### src/rtl/id_hazard_fwd_unit_pkg.sv
// Shared definitions for the decode-stage hazard/forwarding unit: HI/LO op
// encodings, register-file constants and the packed to-ID forwarding bus.
package id_hazard_fwd_unit_pkg;

  localparam int REG_W  = 5;
  localparam int DATA_W = 32;

  localparam logic [REG_W-1:0] REG_ZERO = '0;

  // we + waddr + wdata; lines up with the ex/mem/wb to-ID buses.
  localparam int FWD_BUS_W = 1 + REG_W + DATA_W;

  typedef enum logic [1:0] {
    HILO_NONE = 2'b00,
    HILO_MUL  = 2'b01,
    HILO_DIV  = 2'b10,
    HILO_RSVD = 2'b11
  } hilo_op_e;

  typedef struct packed {
    logic              we;
    logic [REG_W-1:0]  waddr;
    logic [DATA_W-1:0] wdata;
  } fwd_src_t;

  // Reserved encoding behaves like "no HI/LO operation".
  function automatic logic is_hilo_issue(hilo_op_e op);
    return (op == HILO_MUL) || (op == HILO_DIV);
  endfunction

endpackage

### src/rtl/id_hazard_fwd_unit_fwd_select.sv
// Priority forwarding select for one source operand: lowest-index matching
// producer wins, register zero is hard-wired and never raises a hazard.
module id_hazard_fwd_unit_fwd_select
  import id_hazard_fwd_unit_pkg::*;
#(
  parameter int NUM_FWD = 3
) (
  input  logic [REG_W-1:0]     addr,
  input  fwd_src_t [NUM_FWD-1:0] srcs,
  input  logic [NUM_FWD-1:0]   pending,
  input  logic [DATA_W-1:0]    rf_data,
  output logic [DATA_W-1:0]    val,
  output logic                 haz
);

  logic found;

  // NOTE: every output of a combinational block gets a default first so no
  // path leaves it unassigned, which would otherwise infer a latch.
  always_comb begin
    val   = rf_data;
    haz   = 1'b0;
    found = 1'b0;
    if (addr == REG_ZERO) begin
      val = '0;
    end else begin
      for (int i = 0; i < NUM_FWD; i++) begin
        if (!found && srcs[i].we && (srcs[i].waddr == addr)) begin
          found = 1'b1;
          val   = srcs[i].wdata;
          haz   = pending[i];
        end
      end
    end
  end

endmodule

### src/rtl/id_hazard_fwd_unit.sv
// Decode-stage operand/hazard unit: instruction hold across ID stalls,
// prioritised operand forwarding, HI/LO busy countdown and stall counter.
module id_hazard_fwd_unit
  import id_hazard_fwd_unit_pkg::*;
#(
  parameter int NUM_FWD = 3,
  parameter int MUL_LAT = 2,
  parameter int DIV_LAT = 32,
  parameter int CNT_W   = 32
) (
  input  logic                      clk,
  input  logic                      resetn,
  input  logic                      stall_id,
  input  logic                      flush,
  input  logic                      id_valid,
  input  logic [DATA_W-1:0]         inst_sram_rdata,
  output logic [DATA_W-1:0]         inst,
  input  logic [REG_W-1:0]          rs,
  input  logic [REG_W-1:0]          rt,
  input  logic                      use_rs,
  input  logic                      use_rt,
  input  logic [1:0]                hilo_op,
  input  logic                      hilo_read,
  input  logic [DATA_W-1:0]         rf_rdata1,
  input  logic [DATA_W-1:0]         rf_rdata2,
  input  logic [NUM_FWD-1:0]        fwd_we,
  input  logic [REG_W*NUM_FWD-1:0]  fwd_waddr,
  input  logic [DATA_W*NUM_FWD-1:0] fwd_wdata,
  input  logic [NUM_FWD-1:0]        fwd_pending,
  output logic [DATA_W-1:0]         rs_val,
  output logic [DATA_W-1:0]         rt_val,
  output logic                      stallreq,
  output logic                      hilo_busy,
  output logic [CNT_W-1:0]          stall_cycles
);

  localparam int LAT_MAX = (MUL_LAT > DIV_LAT) ? MUL_LAT : DIV_LAT;
  localparam int HILO_W  = $clog2(LAT_MAX + 1);

  logic                   held;
  logic [DATA_W-1:0]      inst_hold;
  logic [HILO_W-1:0]      hilo_cnt;
  fwd_src_t [NUM_FWD-1:0] srcs;
  hilo_op_e               op;
  logic                   rs_haz;
  logic                   rt_haz;
  logic                   hilo_hazard;
  logic                   issue;

  assign op = hilo_op_e'(hilo_op);

  always_comb begin
    for (int i = 0; i < NUM_FWD; i++) begin
      srcs[i] = '{we:    fwd_we[i],
                  waddr: fwd_waddr[REG_W*i +: REG_W],
                  wdata: fwd_wdata[DATA_W*i +: DATA_W]};
    end
  end

  id_hazard_fwd_unit_fwd_select #(.NUM_FWD(NUM_FWD)) u_sel_rs (
    .addr    (rs),
    .srcs    (srcs),
    .pending (fwd_pending),
    .rf_data (rf_rdata1),
    .val     (rs_val),
    .haz     (rs_haz)
  );

  id_hazard_fwd_unit_fwd_select #(.NUM_FWD(NUM_FWD)) u_sel_rt (
    .addr    (rt),
    .srcs    (srcs),
    .pending (fwd_pending),
    .rf_data (rf_rdata2),
    .val     (rt_val),
    .haz     (rt_haz)
  );

  assign hilo_busy   = (hilo_cnt != '0);
  assign hilo_hazard = hilo_busy & (hilo_read | is_hilo_issue(op));
  assign stallreq    = id_valid & ~flush &
                       ((use_rs & rs_haz) | (use_rt & rt_haz) | hilo_hazard);
  assign issue       = id_valid & ~stallreq & ~stall_id & ~flush;

  // The hold register captures the fetch data on the first stalled edge only;
  // the decoder keeps seeing it until the edge that ends the stall.
  assign inst = held ? inst_hold : inst_sram_rdata;

  // NOTE: sequential state is written only with non-blocking assignments so
  // every register samples pre-edge values regardless of block ordering.
  // The hold data register is reset too, keeping inst free of X after reset.
  always_ff @(posedge clk or negedge resetn) begin
    if (!resetn) begin
      held      <= 1'b0;
      inst_hold <= '0;
    end else if (flush || !stall_id) begin
      held <= 1'b0;
    end else if (!held) begin
      held      <= 1'b1;
      inst_hold <= inst_sram_rdata;
    end
  end

  always_ff @(posedge clk or negedge resetn) begin
    if (!resetn) begin
      hilo_cnt <= '0;
    end else if (issue && (op == HILO_MUL)) begin
      hilo_cnt <= HILO_W'(MUL_LAT);
    end else if (issue && (op == HILO_DIV)) begin
      hilo_cnt <= HILO_W'(DIV_LAT);
    end else if (hilo_busy) begin
      hilo_cnt <= hilo_cnt - HILO_W'(1);
    end
  end

  always_ff @(posedge clk or negedge resetn) begin
    if (!resetn) begin
      stall_cycles <= '0;
    end else if (stallreq && (stall_cycles != '1)) begin
      stall_cycles <= stall_cycles + CNT_W'(1);
    end
  end

endmodule

### config.mk
export PLATFORM = sky130hd
export DESIGN_NAME = id_hazard_fwd_unit
export DESIGN_NICKNAME = d
export VERILOG_FILES = /design/src/rtl/id_hazard_fwd_unit_pkg.sv /design/src/rtl/id_hazard_fwd_unit_fwd_select.sv /design/src/rtl/id_hazard_fwd_unit.sv
export SDC_FILE = /design/constraint.sdc
export NUM_CORES = 1
export LEC_CHECK = 0
export BUFFER_PORTS_ARGS = -buffer_cell sky130_fd_sc_hd__buf_2
export CAP_MARGIN = 5
export CORE_MARGIN = 10
export CORE_UTILIZATION = 41
export DETAILED_ROUTE_END_ITERATION = 10
export PLACE_DENSITY = 0.83
export SLEW_MARGIN = 30
export SYNTH_ARGS = -nofsm -noshare
export SYNTH_HDL_FRONTEND = slang
export SYNTH_SLANG_ARGS = --single-unit
### constraint.sdc
create_clock -name clk -period 2.02 [get_ports clk]
set_input_delay 0.101 -clock clk [delete_from_list [all_inputs] [get_ports clk]]
set_output_delay 0.101 -clock clk [all_outputs]
set_load 0.03 [all_outputs]
==> summary by stage <==
GRT
The overall overflow remaining after global route is 0. The number of global-route vias before repair is 8088. The global-route usage over all layers is 26.3%. The largest net degree at the start of global routing is 46.

The first global-routing pass estimated between 40 and 50 mm of wire. The number of antenna violations at the first check in global routing came to 6.

CTS
The number of clock buffers added by TritonCTS is 9. The TritonCTS clock tree is yes. In this run the clock root is driven by a sky130_fd_sc_hd__clkbuf_16. The CTS sink count is 71. Clock-pin slew was measured on the worst setup and hold paths at roughly 0.060 ns. CTS built an H-tree with a depth of 3. Clock latency on the worst-skew pair, taken at its later pin, is 0.34 ns. The clock passes through at most 2 buffers.

Run status
The checks that failed: setup timing. The flow ran to the end, but the final reports show violations.

Yosys
After Yosys synthesis, full adders, half adders and majority gates account for 0.802% of the synthesized area. The total nets after synthesis is around 1100. In the post-synthesis netlist, the biggest area contributors are sky130_fd_sc_hd__dfrtp_1, sky130_fd_sc_hd__nand2_1, sky130_fd_sc_hd__mux2i_1, sky130_fd_sc_hd__xor2_1, sky130_fd_sc_hd__mux2_2. The share of synthesized area in the top cell type comes to 28.5%. During synthesis, Yosys emitted a total of 0 warnings. The post-synthesis cell count is 815. Measured against the total synthesized area, the mux share comes to approximately 16%.

The async set-or-reset flop fraction in the synthesized netlist is 100%. The sequential share of the synthesized area is 28.5%. In this run the cell area of the synthesized design comes to 6240 sq um. The synthesized area divided by synthesized cell count is 7.66 sq um. The basic-gate share of the synthesized area counting and, or, nand and nor cells is 25.8%. The number of flip-flops and latches in the synthesized netlist is 71. The xor/xnor share of the synthesized area is under 10%.

Summing the areas of all compound-gate instances in the mapped netlist gives about 15% of the synthesized area. The cell type with the highest aggregate area in the netlist is sky130_fd_sc_hd__dfrtp_1. The main combinational cell family by area after synthesis is simple AND/OR/NAND/NOR gates. The most instantiated flip-flop cell in the synthesis netlist is sky130_fd_sc_hd__dfrtp_1. The synthesized netlist contains 41 unique library cells. The number of enable-type register cells in the synthesized netlist is 0.

Final layout
The share of layout cells above drive strength 1 is a little under three fifths. The area of the multi-input gates is between 5000 and 6000 sq um. The area growth from synthesis to layout is 81.6%. The top cell types in the final layout, fill and taps aside, are sky130_fd_sc_hd__buf_2, sky130_fd_sc_hd__nand2_1, sky130_fd_sc_hd__buf_4, sky130_fd_sc_hd__nor2_1, sky130_fd_sc_hd__dfrtp_1. The number of fill cells in the layout is 1000.

Leaving out fill and tap cells, the most frequent cell in the layout is sky130_fd_sc_hd__buf_2. The number of nets in the finished design is roughly 1500. Summing all flip-flop and latch instances after layout gives 1780 sq um.

STA
After layout, the worst path uses 109% of the clock period. For the pin with the worst max-slew slack, the measured transition is approximately 0.56 ns. The final setup TNS is -5.97 ns. Across the routed clock network, the largest skew measured is between 0.009 and 0.01 ns.

Headroom to the max-slew limit came out at 62.9%. The worst setup slack after layout is -0.183 ns. The count of final max-slew check failures was 0. The number of hold violations in the final report is 0. The final critical delay including setup and external delays is 2.20 ns. Setup repair after global routing could not meet its margin everywhere.

The smallest hold slack is about 0.1 ns. The highest attainable clock frequency is approximately 450 MHz. Setup violations remaining at the end of the flow were counted as 82.

Pwr
The leakage power total is 5.50 nW. The power density over cell area is 572 nW/um^2. Across the VDD grid, the largest voltage drop is 0.526 mV.

Worst setup path
By startpoint and endpoint, the worst setup path is classified as reg2out. The most critical setup path has its endpoint at stallreq. The worst flop-to-flop path startpoint is hilo_cnt[1]$_DFFE_PN0P_. The kind of capture point of the worst setup path is an output port. The worst-case reg-to-reg path depth is 11.

The kind of start point of the critical path is a flop. The most critical setup path has its startpoint at hilo_cnt[1]$_DFFE_PN0P_. The worst path required time is 1.92 ns. The arrival time at the worst endpoint is 2.10 ns. The worst register-to-register path ends at stall_cycles[24]$_DFFE_PN0P_.

In this run the register-to-register setup slack is -0.17 ns. Along the worst path, the maximum fanout reaches 3.

Drt
Once detail routing completed, the nets flagged for antenna violations numbered 0. Before antenna repair, the detailed router went through 5 iterations. The routed layout has 8479 vias. The wire length per cell after detailed routing is 21.9 um. The via-per-instance ratio is approximately 5.7. The residual DRC count is 0. The DRC marker count from the first detailed-route iteration is 589. Wires add up to between 30 and 40 mm.

Floorplan
The die is 143 um tall. Measured along the x axis, the die boundary spans 143 um. The initial core utilization is 41.5%. The area of the core region is 15000 sq um. In this run the core area contains 45 standard-cell rows. The top-level port count is ~360. The floorplan step defined a die boundary enclosing 20600 sq um.

Placed design
The total half-perimeter wirelength after legalization and detailed placement is approximately 23 mm. The count of input and output buffers is 362. The final estimated routing congestion in global placement is 0.968.

Min path
In this run the worst hold path is classified as in2reg.

Flow run
Across the run, the number of max-cap violations was 0.
==> per-stage QoR <==
step	cells	instance area (sq um)	worst slack, ns	power, W	utilization [%]
floorplan	815	6480	-0.185	0.00323	-
global placement	1411	9250	-0.302	0.00424	61.5
detailed placement	1411	9250	-0.332	0.00431	61.5
CTS	1447	10300	-0.188	0.00616	68.8
global route	1474	11300	-0.287	0.00676	75.4
finish	1475	11300	-0.183	0.00648	75.4
==> how the worst min path moves through the flow <==
| stage | from | end | slack (ns) | cells past startpoint |
|---|---|---|---|---|
| after global placement | resetn | stall_cycles[21]$_DFFE_PN0P_ | 0.14 | 2 |
| after detailed placement | resetn | stall_cycles[22]$_DFFE_PN0P_ | 0.15 | 2 |
| after global routing | inst_sram_rdata[21] | inst_hold[21]$_DFFE_PN0P_ | 0.11 | 4 |
| final | inst_sram_rdata[21] | inst_hold[21]$_DFFE_PN0P_ | 0.10 | 4 |
| after floorplan | resetn | held$_DFF_PN0_ | -0.19 | 0 |
| after CTS | inst_sram_rdata[21] | inst_hold[21]$_DFFE_PN0P_ | 0.10 | 4 |
==> critical path: stages (launching register included) <==
cell                       delay (ns)
sky130_fd_sc_hd__dfrtp_1         0.38
sky130_fd_sc_hd__inv_2           0.09
sky130_fd_sc_hd__ha_4            0.16
sky130_fd_sc_hd__nand2_4         0.05
sky130_fd_sc_hd__or3_4           0.35
sky130_fd_sc_hd__a221oi_4        0.31
sky130_fd_sc_hd__buf_12          0.15
sky130_fd_sc_hd__buf_12          0.10
sky130_fd_sc_hd__nor2_4          0.03
sky130_fd_sc_hd__buf_6           0.14
==> cells by family after synthesis <==
kind of cell,count (synthesis)
AND/OR/NAND/NOR,366
AO/OA/AOI/OAI,142
multiplexers,98
buffers and inverters,72
flip-flops,71
XOR/XNOR,62
adder cells (fa/ha/maj),4
==> power by group <==
group	leakage (nW)	internal [W]	switching [W]	total, W
clock network	0.152	0.00102	0.000599	0.00162
logic	4.45	0.00140	0.00169	0.00309
registers	0.904	0.00164	0.000127	0.00177
==> layout make-up <==
cell class	count	area share (%)
Clock inverter	5	0.497
Sequential cell	71	15.7
Timing Repair Buffer	517	34.5
Multi-Input combinational cell	672	44.6
Antenna cell	2	0.0442
Inverter	9	0.298
Clock buffer	11	2.23
Tap cell	188	2.08
==> synthesized netlist by cell type, types with 4 or more instances <==
cell type	number
sky130_fd_sc_hd__clkbuf_1	38
sky130_fd_sc_hd__nor4_1	14
sky130_fd_sc_hd__xnor2_1	16
sky130_fd_sc_hd__a211oi_1	32
sky130_fd_sc_hd__ha_1	4
sky130_fd_sc_hd__dfrtp_1	71
sky130_fd_sc_hd__a21oi_1	68
sky130_fd_sc_hd__and2_1	4
sky130_fd_sc_hd__nor3_1	24
sky130_fd_sc_hd__or3_1	5
sky130_fd_sc_hd__buf_2	10
sky130_fd_sc_hd__and3_1	6
sky130_fd_sc_hd__mux2_2	34
sky130_fd_sc_hd__nand4_1	14
sky130_fd_sc_hd__inv_1	9
sky130_fd_sc_hd__mux2i_1	64
sky130_fd_sc_hd__o211ai_1	31
sky130_fd_sc_hd__nor2_1	83
sky130_fd_sc_hd__buf_1	12
sky130_fd_sc_hd__and4_1	5
sky130_fd_sc_hd__xor2_1	46
sky130_fd_sc_hd__nand3_1	24
sky130_fd_sc_hd__nand2_1	174
==> metal layers <==
| metal | track usage (%) | routed length [um] | up-vias |
|---|---|---|---|
| met4 | 11.3 | 1710 | 6 |
| met1 | 29.0 | 11200 | 3959 |
| met5 | 0 | 41 | - |
| met3 | 7.06 | 3150 | 136 |
| li1 | - | - | 3811 |
| met2 | 46.3 | 16300 | 567 |
==> flip-flops by register name (all words and copies together), names as in the netlist <==
register and flops:
inst_hold 32, stall_cycles 32, hilo_cnt 6, held 1
==> what timing repair did <==
action	in CTS	in global routing
pin swaps	52	39
resized for setup	153	154
hold buffers	1	0
setup buffers	15	21
cloned	4	11
endpoints found under the setup margin	97	103
hold endpoints to repair	71	0
No activity file was read; power rests on OpenSTA's default activity.
